## src/rtl/sdram_arb_pkg.sv

```systemverilog
// Shared types and defaults for the SDRAM read/write/refresh arbiter.
package sdram_arb_pkg;

  typedef enum logic [2:0] {
    IDLE  = 3'd0,
    ARB   = 3'd1,
    AREF  = 3'd2,
    WRITE = 3'd3,
    READ  = 3'd4
  } arb_state_e;

  localparam logic GNT_WRITE = 1'b0;
  localparam logic GNT_READ  = 1'b1;

  localparam int REF_CNT_DEF   = 780;
  localparam int BURST_LEN_DEF = 256;

endpackage

```

## src/rtl/sdram_ref_timer.sv

```systemverilog
// Auto-refresh period timer: raises aref_req every REF_CNT clocks once init_done is seen,
// and flags ref_miss if a period expires while the previous request is still outstanding.
module sdram_ref_timer
  import sdram_arb_pkg::*;
#(
  parameter int REF_CNT = REF_CNT_DEF
) (
  input  logic wfifo_rclk,
  input  logic s_rst_n,
  input  logic init_done,
  input  logic aref_done,
  output logic aref_req,
  output logic ref_miss
);

  localparam int CNT_W = $clog2(REF_CNT);

  logic             running;
  logic [CNT_W-1:0] cnt;
  logic             wrap;

  // Down-counter reloads at terminal count, giving one wrap every REF_CNT clocks.
  assign wrap = running && (cnt == '0);

  always_ff @(posedge wfifo_rclk or negedge s_rst_n) begin
    if (!s_rst_n) begin
      running  <= 1'b0;
      cnt      <= CNT_W'(REF_CNT - 1);
      aref_req <= 1'b0;
      ref_miss <= 1'b0;
    end else begin
      if (init_done) running <= 1'b1;
      if (running) cnt <= wrap ? CNT_W'(REF_CNT - 1) : cnt - 1'b1;
      if (wrap) aref_req <= 1'b1;
      else if (aref_done) aref_req <= 1'b0;
      if (wrap && aref_req && !aref_done) ref_miss <= 1'b1;
    end
  end

endmodule

```

## src/rtl/sdram_rw_arbiter.sv

```systemverilog
// Arbitrates the SDRAM command port among refresh, write burst and read burst; owns burst addresses.
// Optional PINGPONG_BANK_EN: double frame buffer selected by the address MSB.
//   state | meaning
//   IDLE  | waiting for init_done
//   ARB   | pick refresh > alternating write/read
//   AREF  | refresh granted, wait aref_end
//   WRITE | write burst granted, wait wr_end
//   READ  | read burst granted, wait rd_end
module sdram_rw_arbiter
  import sdram_arb_pkg::*;
#(
  parameter int REF_CNT     = REF_CNT_DEF,
  parameter int BURST_LEN   = BURST_LEN_DEF,
  parameter int ADDR_W      = 24,
  parameter int FRAME_WORDS = 786432
) (
  input  logic              wfifo_rclk,
  input  logic              s_rst_n,
  input  logic              init_done,
  input  logic              wr_trig,
  input  logic              rd_trig,
  output logic              aref_en,
  input  logic              aref_end,
  output logic              wr_en,
  input  logic              wr_end,
  output logic [ADDR_W-1:0] wr_addr,
  output logic              rd_en,
  input  logic              rd_end,
  output logic [ADDR_W-1:0] rd_addr,
  output logic              ref_miss,
  output logic [2:0]        arb_state
);

  localparam int FRAME_BURSTS = FRAME_WORDS / BURST_LEN;

  arb_state_e state, state_nxt;
  logic       last_grant;
  logic       aref_req;
  logic       aref_done, wr_done, rd_done;
  logic       wr_elig, rd_elig;

  assign aref_done = (state == AREF)  && aref_end;
  assign wr_done   = (state == WRITE) && wr_end;
  assign rd_done   = (state == READ)  && rd_end;

  sdram_ref_timer #(.REF_CNT(REF_CNT)) u_ref_timer (
    .wfifo_rclk (wfifo_rclk),
    .s_rst_n    (s_rst_n),
    .init_done  (init_done),
    .aref_done  (aref_done),
    .aref_req   (aref_req),
    .ref_miss   (ref_miss)
  );

  always_comb begin
    state_nxt = state;
    case (state)
      IDLE:  if (init_done) state_nxt = ARB;
      ARB: begin
        if (aref_req) state_nxt = AREF;
        else if (wr_elig && (!rd_elig || last_grant == GNT_READ)) state_nxt = WRITE;
        else if (rd_elig) state_nxt = READ;
      end
      AREF:  if (aref_end) state_nxt = ARB;
      WRITE: if (wr_end)   state_nxt = ARB;
      READ:  if (rd_end)   state_nxt = ARB;
      default: state_nxt = IDLE;
    endcase
  end

  always_ff @(posedge wfifo_rclk or negedge s_rst_n) begin
    if (!s_rst_n) begin
      state      <= IDLE;
      last_grant <= GNT_READ;
    end else begin
      state <= state_nxt;
      if (state == ARB && state_nxt == WRITE) last_grant <= GNT_WRITE;
      else if (state == ARB && state_nxt == READ) last_grant <= GNT_READ;
    end
  end

  assign aref_en   = (state == AREF);
  assign wr_en     = (state == WRITE);
  assign rd_en     = (state == READ);
  assign arb_state = state;

`ifdef PINGPONG_BANK_EN
  logic [ADDR_W-2:0] wr_off, rd_off;
  logic [ADDR_W-1:0] wr_step, rd_step;
  logic              wr_bank, rd_bank, done_bank, frame_done;

  assign wr_step = {1'b0, wr_off} + ADDR_W'(BURST_LEN);
  assign rd_step = {1'b0, rd_off} + ADDR_W'(BURST_LEN);
  assign wr_elig = wr_trig;
  assign rd_elig = rd_trig && frame_done;
  assign wr_addr = {wr_bank, wr_off};
  assign rd_addr = {rd_bank, rd_off};

  // Reader jumps to whichever bank most recently received a full frame.
  always_ff @(posedge wfifo_rclk or negedge s_rst_n) begin
    if (!s_rst_n) begin
      wr_off     <= '0;
      rd_off     <= '0;
      wr_bank    <= 1'b0;
      rd_bank    <= 1'b0;
      done_bank  <= 1'b0;
      frame_done <= 1'b0;
    end else begin
      if (wr_done) begin
        if (wr_step == ADDR_W'(FRAME_WORDS)) begin
          wr_off     <= '0;
          wr_bank    <= ~wr_bank;
          done_bank  <= wr_bank;
          frame_done <= 1'b1;
        end else begin
          wr_off <= wr_step[ADDR_W-2:0];
        end
      end
      if (rd_done) begin
        if (rd_step == ADDR_W'(FRAME_WORDS)) begin
          rd_off  <= '0;
          rd_bank <= done_bank;
        end else begin
          rd_off <= rd_step[ADDR_W-2:0];
        end
      end
    end
  end
`else
  localparam int OCC_W = $clog2(FRAME_BURSTS) + 1;

  logic [OCC_W-1:0] occ;
  logic [ADDR_W:0]  wr_step, rd_step;

  assign wr_step = {1'b0, wr_addr} + (ADDR_W+1)'(BURST_LEN);
  assign rd_step = {1'b0, rd_addr} + (ADDR_W+1)'(BURST_LEN);
  assign wr_elig = wr_trig && (occ < OCC_W'(FRAME_BURSTS));
  assign rd_elig = rd_trig && (occ != '0);

  always_ff @(posedge wfifo_rclk or negedge s_rst_n) begin
    if (!s_rst_n) begin
      occ     <= '0;
      wr_addr <= '0;
      rd_addr <= '0;
    end else begin
      if (wr_done) occ <= occ + 1'b1;
      else if (rd_done) occ <= occ - 1'b1;
      if (wr_done)
        wr_addr <= (wr_step == (ADDR_W+1)'(FRAME_WORDS)) ? '0 : wr_step[ADDR_W-1:0];
      if (rd_done)
        rd_addr <= (rd_step == (ADDR_W+1)'(FRAME_WORDS)) ? '0 : rd_step[ADDR_W-1:0];
    end
  end
`endif

endmodule

```

## config.mk

```make
export PLATFORM = sky130hd
export DESIGN_NAME = sdram_rw_arbiter
export DESIGN_NICKNAME = d
export VERILOG_FILES = /design/src/rtl/sdram_arb_pkg.sv /design/src/rtl/sdram_ref_timer.sv /design/src/rtl/sdram_rw_arbiter.sv
export SDC_FILE = /design/constraint.sdc
export NUM_CORES = 1
export LEC_CHECK = 0
export ABC_CLOCK_PERIOD_IN_PS = 8650
export CAP_MARGIN = 20
export CORE_AREA = 4 4 118 120
export CTS_CLUSTER_DIAMETER = 30
export DETAILED_ROUTE_END_ITERATION = 6
export DIE_AREA = 0 0 122 124
export PLACE_DENSITY_LB_ADDON = 0.08
export SYNTH_ARGS = -nofsm -noshare
export SYNTH_HDL_FRONTEND = slang
export SYNTH_HIERARCHICAL = 1
export SYNTH_SLANG_ARGS = --single-unit
```

## constraint.sdc

```tcl
create_clock -name wfifo_rclk -period 8.65 [get_ports wfifo_rclk]
set_clock_uncertainty 0.05 [all_clocks]
set_input_delay 2.595 -clock wfifo_rclk [delete_from_list [all_inputs] [get_ports wfifo_rclk]]
set_output_delay 2.595 -clock wfifo_rclk [all_outputs]
set_load 0.05 [all_outputs]
```

Word level (Yosys, flattened, before mapping)
Cells that the tools add are included.
Widths: inputs -> output; s select.
{ "totals": {"output_inout_bits": 55, "inputBits": 8, "ff_bits": 78} }
{ "classes": {"order_cmp": 1, "muxes": 17, "n_reduce_logical": 20, "add_sub_neg": 5, "n_eq_ne": 8} }
{ "ops": {"columns": ["op", "n"], "rows": [
  ["$add 24x9->25 const B", 2],
  ["$eq 25x20->1 const B", 2],
  ["$mux 24", 2],
  ["$mux 13", 2],
  ["$mux 3", 7],
  ["$pmux 3 s5", 1],
  ["$add 13x1->13 const B", 1],
  ["$lt 13x12->1 const B", 1],
  ["$reduce_bool 13->1", 1],
  ["$sub 13x1->13 const B", 1],
  ["$logic_and 1x1->1", 11],
  ["$logic_not 10->1", 1],
  ["$mux 10", 1],
  ["$sub 10x1->10 const B", 1],
  ["$eq 3x2->1 const B", 3],
  ["$eq 3x3->1 const B", 2],
  ["$reduce_bool 2->1", 3],
  ["$mux 1", 4],
  ["$eq 3x1->1 const B", 1],
  ["$logic_not 3->1", 1],
  ["$logic_not 1->1", 2],
  ["$logic_or 1x1->1", 1]
]} }

Logic depth before layout (Yosys ltp)
{ "depth": {"depth_word": 12, "mapped_depth": 11} }

By module
The synthesis kept the hierarchy.
{ "by_module_without_submodules": {"columns": ["mod", "area_per_inst_um2", "cells_per_inst", "n_inst"], "rows": [
  ["sdram_rw_arbiter", 3367.0, 379, 1],
  ["sdram_ref_timer", 670.6, 65, 1]
]} }

Worst setup path before layout
Ideal clock, no wire load.
{ "synth_timing": {"kind": "input port to flip-flop", "from": "input port wr_end", "to": "register occ[10]", "path_stages": 10, "setup_ps": 128, "arrival_ps": 4861, "path_slack_ps": 3611, "path_buffers": 1, "required_ps": 8472, "cell_sequence": "and3_1 > buf_2 > clkinv_1 > fa_1 > a21o_1 > a21oi_1 > o21ai_0 > a311oi_1 > xor2_1 > o21ai_0"} }
{ "synth_via": {"elab_chain_cells": 2, "elab_cells_between_ends": 3, "cone_classes": "1 x mux; 2 x reduce/logical"} }
{ "synth_lines": {"columns": ["item", "line", "text"], "rows": [
  ["start, declared", "sdram_rw_arbiter.sv:25", "input logic wr_end,"],
  ["$logic_and 1x1->1 (*)", "sdram_rw_arbiter.sv:43", "assign wr_done = (state == WRITE) && wr_end;"],
  ["$mux 13 or $reduce_bool 2->1 (tied branches)", null, null],
  ["end signal, assigned", "sdram_rw_arbiter.sv:146", "if (wr_done) occ <= occ + 1'b1;"],
  ["end signal, assigned", "sdram_rw_arbiter.sv:147", "else if (rd_done) occ <= occ - 1'b1;"],
  ["end, declared", "sdram_rw_arbiter.sv:132", "logic [OCC_W-1:0] occ;"]
]} }
Every way passes the cells marked *; elsewhere a longest branch is shown, timed or not.
A chain may end at the register's enable or synchronous reset.

Worst setup path in the final report
Same ends and word-level chain as after synthesis.

==> results by group <==
Timing
  – Period utilization: 0.690
  – Final setup viols: 0
  – Final worst-path setup slack: 2690 ps
  – Fin Setup TNS: 0 ps
  – Final-report max-slew violation count: 0
  – Relative slew slack: 0.424
  – Worst-Margin Slew: 861 ps
  – RSZ-0062 raised after global routing: false
  – Fin. Hold Viols: 0
  – Fmax achieved: 168 MHz
  – Tmin final: 5960 ps
  – Hold Slack: 435 ps

Placement
  – Hpwl dp: 6.80 mm
  – Dpl ws: 2310 ps
  – DP Area: 4580 sq um
  – PortBufs: 46
  – Dpl cells: 653
  – GPL Wtd Cong: 0.797

Power and ir drop
  – Combinational Power Share: 0.410
  – Overall Power: 1.48 mW
  – PwrDens: 301 nW/um^2
  – Max VDD drop: 0.100 mV
  – Sw power: 0.597 mW
  – Reg power frac: 0.329
  – Cell Int Power: 0.879 mW
  – Clock Power Share: 0.260
  – Leakage: 2.07 nW
  – Sw Ratio: 0.405

Worst setup path
  – CP max FO: 21
  – Max stage delay on crit path: 670 ps
  – R2R setup slack: 4670 ps
  – R2r endpoint: occ[10]$_DFFE_PN0P_
  – Worst Setup Start Kind: input port
  – Critical path class: input port to flip-flop
  – R2R Path Start: arb_state[2]$_DFF_PN0_
  – Worst r2r path cells: 10
  – Critical Path, Cell by Cell: clkdlybuf4s50_1 -> and3_1 -> clkinv_1 -> fa_1 -> a21o_1 -> a21oi_1 -> o21ai_0 -> a311oi_1 -> xor2_1 -> o21ai_0
  – Data arrival, critical path: 6080 ps
  – Setup crit end kind: flip-flop
  – Slowest CP cell: fa_1
  – Worst path required time: 8770 ps
  – CP most frequent cell: o21ai_0

Logic synthesis
  – Cell variety after synth: 68
  – Post-Syn Instances: 444
  – Area contributors post-synth: dfrtp_1 35%, ha_1 5.3%, xnor2_1 4.8%
  – Mean post-synth cell area: 9.09 sq um
  – Most used DFF post-synth: dfrtp_1
  – Yosys top cell area share: 0.347
  – Flops & latches, synth: 62
  – Async set-reset flop share out of synthesis: 1.00
  – Yosys warnings: 6
  – Sequential share of the synthesized area: 0.386
  – Cell taking the most area after synthesis: dfrtp_1
  – Mapped cell area: 4040 sq um
  – EDFF count, synth: 0
  – Commonest cells in the netlist: 56 x dfrtp_1, 48 x nand2_1, 32 x nor2_1
  – Count leader, synth: dfrtp_1

Global route
  – Met3 Use GR: 0.0254
  – GR Overflow Total: 0
  – First-pass GRT wire length: 16.1 mm
  – Total GRT Usage: 0.133
  – Antenna violations before repair: 0
  – Met1 GRT Util: 0.169
  – GRT met2 Usage: 0.222
  – Vias in the first global route: 3269
  – Busiest layer in global routing: met2
  – Largest net degree at the start of global routing: 63

Final layout
  – Nets: 514
  – Util after Layout: 0.377
  – Post-route cell area: 4900 sq um
  – Post-Layout Cell Count: 669
  – ANT cells: 0
  – Ratio of cells with drive above 1 in the final layout: 0.0832
  – Area Overhead vs Synth: 21.4%

Clock tree
  – Clock transition at path regs: 50 ps
  – CTS tree: yes
  – CTS H-Tree Depth: 3
  – Worst-skew pair later-pin latency: 330 ps
  – Postcts setup bufs: 0
  – CTS Root Cell: clkbuf_16
  – Post-cts sizing count: 0
  – CTS buffer count: 9
  – Number of hold buffers added after cts: 0
  – Longest Clk Path Bufs: 2
  – Total clock sinks: 62

Worst hold path
  – WHS Endpoint: u_ref_timer/ref_miss$_DFFE_PN0P_
  – Hold/Removal Path Class: flip-flop to flip-flop
  – Hold_sp: u_ref_timer/ref_miss$_DFFE_PN0P_
  – Worst hold stages: 1

Die
  – Core area: 13000 sq um
  – Die W: 122 microns
  – Std-Cell Rows: 42
  – IO Count: 63
  – Die Height: 124 microns
  – Initial cell density of the core: 0.311
  – Die area: 15100 sq um

Drt
  – Final ANT Viol Nets: 0
  – DRT Pass-1 Iters: 4
  – WL per Instance: 14.0 microns
  – Initial drt markers: 237
  – Routed vias: 3303
  – Vias per inst: 4.94
  – Final wirelength: 9.34 mm
  – Drt drc: 0

Status
  – Status: finished clean

Job
  – Maxcap violations: 0
==> power by group through the flow <==
| stage | sequential, mW | combinational (mW) | clock (mW) |
|---|---|---|---|
| after global placement | 0.490 | 0.607 | 0 |
| after detailed placement | 0.489 | 0.610 | 0 |
| after CTS | 0.485 | 0.612 | 0.401 |
| after global routing | 0.503 | 0.686 | 0.413 |
| after floorplan | 0.515 | 0.440 | 0 |
| final | 0.486 | 0.606 | 0.384 |
==> registers in the layout (all words and copies together), names as in the netlist, 3 cells and up <==
signal           cells
u_ref_timer/cnt     10
arb_state            3
wr_addr             16
rd_addr             16
occ                 13
==> worst max-delay path, delay by kind of cell <==
family | cells | cell delay, ps
and+or+nand+nor | 1 | 470
xor gates and xnor gates | 1 | 160
AOI/OAI and AO/OA | 5 | 1020
adders and majority gates | 1 | 670
buffers and inverters | 2 | 1150
==> layout by cell type (no fill, tap or decap), drive strengths merged, types with 5 or more instances in the layout <==
cell,Yosys,final
a21o,5,5
a21oi,18,18
and2,5,5
and3,9,9
clkbuf,3,14
clkdlybuf4s50,0,45
conb,1,16
dfrtp,56,56
dfstp,6,6
ha,17,17
inv,11,11
nand2,48,48
nand2b,8,8
nand3,15,15
nand4,13,13
nor2,32,32
nor3,18,18
nor4,7,7
o21ai,28,28
o21bai,6,6
or2,6,6
xnor2,22,22
xor2,18,18
==> cell families (layout without fill, tap and decap cells) <==
kind of cell             count (synthesis)  count (layout)  synth area share
flip-flops                              62              62             0.386
AO/OA/AOI/OAI                           96              96             0.159
adder cells (fa/ha/maj)                 18              18            0.0576
XOR/XNOR                                40              40            0.0868
other                                    1              16          0.000929
multiplexers                             3               3           0.00775
buffers and inverters                   41              75            0.0604
AND/OR/NAND/NOR                        183             183             0.242
==> worst max path at each step <==
| stage | end | slack (ps) | start |
|---|---|---|---|
| floorplan | occ[10]$_DFFE_PN0P_ | 3610 | wr_end |
| global placement | occ[10]$_DFFE_PN0P_ | 2330 | wr_end |
| detailed placement | occ[10]$_DFFE_PN0P_ | 2310 | wr_end |
| CTS | occ[10]$_DFFE_PN0P_ | 2630 | wr_end |
| global route | occ[10]$_DFFE_PN0P_ | 2280 | wr_end |
| finish | occ[10]$_DFFE_PN0P_ | 2690 | wr_end |
==> layout make-up <==
class / instances / area, sq um
Clock buffer: 14 / 284
Clock inverter: 2 / 37.5
Fill cell: 1341 / 8080
Inverter: 12 / 45.0
Multi-Input combinational cell: 356 / 2290
Sequential cell: 62 / 1560
Tap cell: 176 / 220
Timing Repair Buffer: 47 / 463
==> per-layer routing <==
layer / up-vias / part of all wire
met5: - / 0
met4: 0 / 0.020
met3: 12 / 0.035
met2: 48 / 0.48
met1: 1578 / 0.47
li1: 1665 / -
Note: power is estimated with default switching activity, not from simulation.
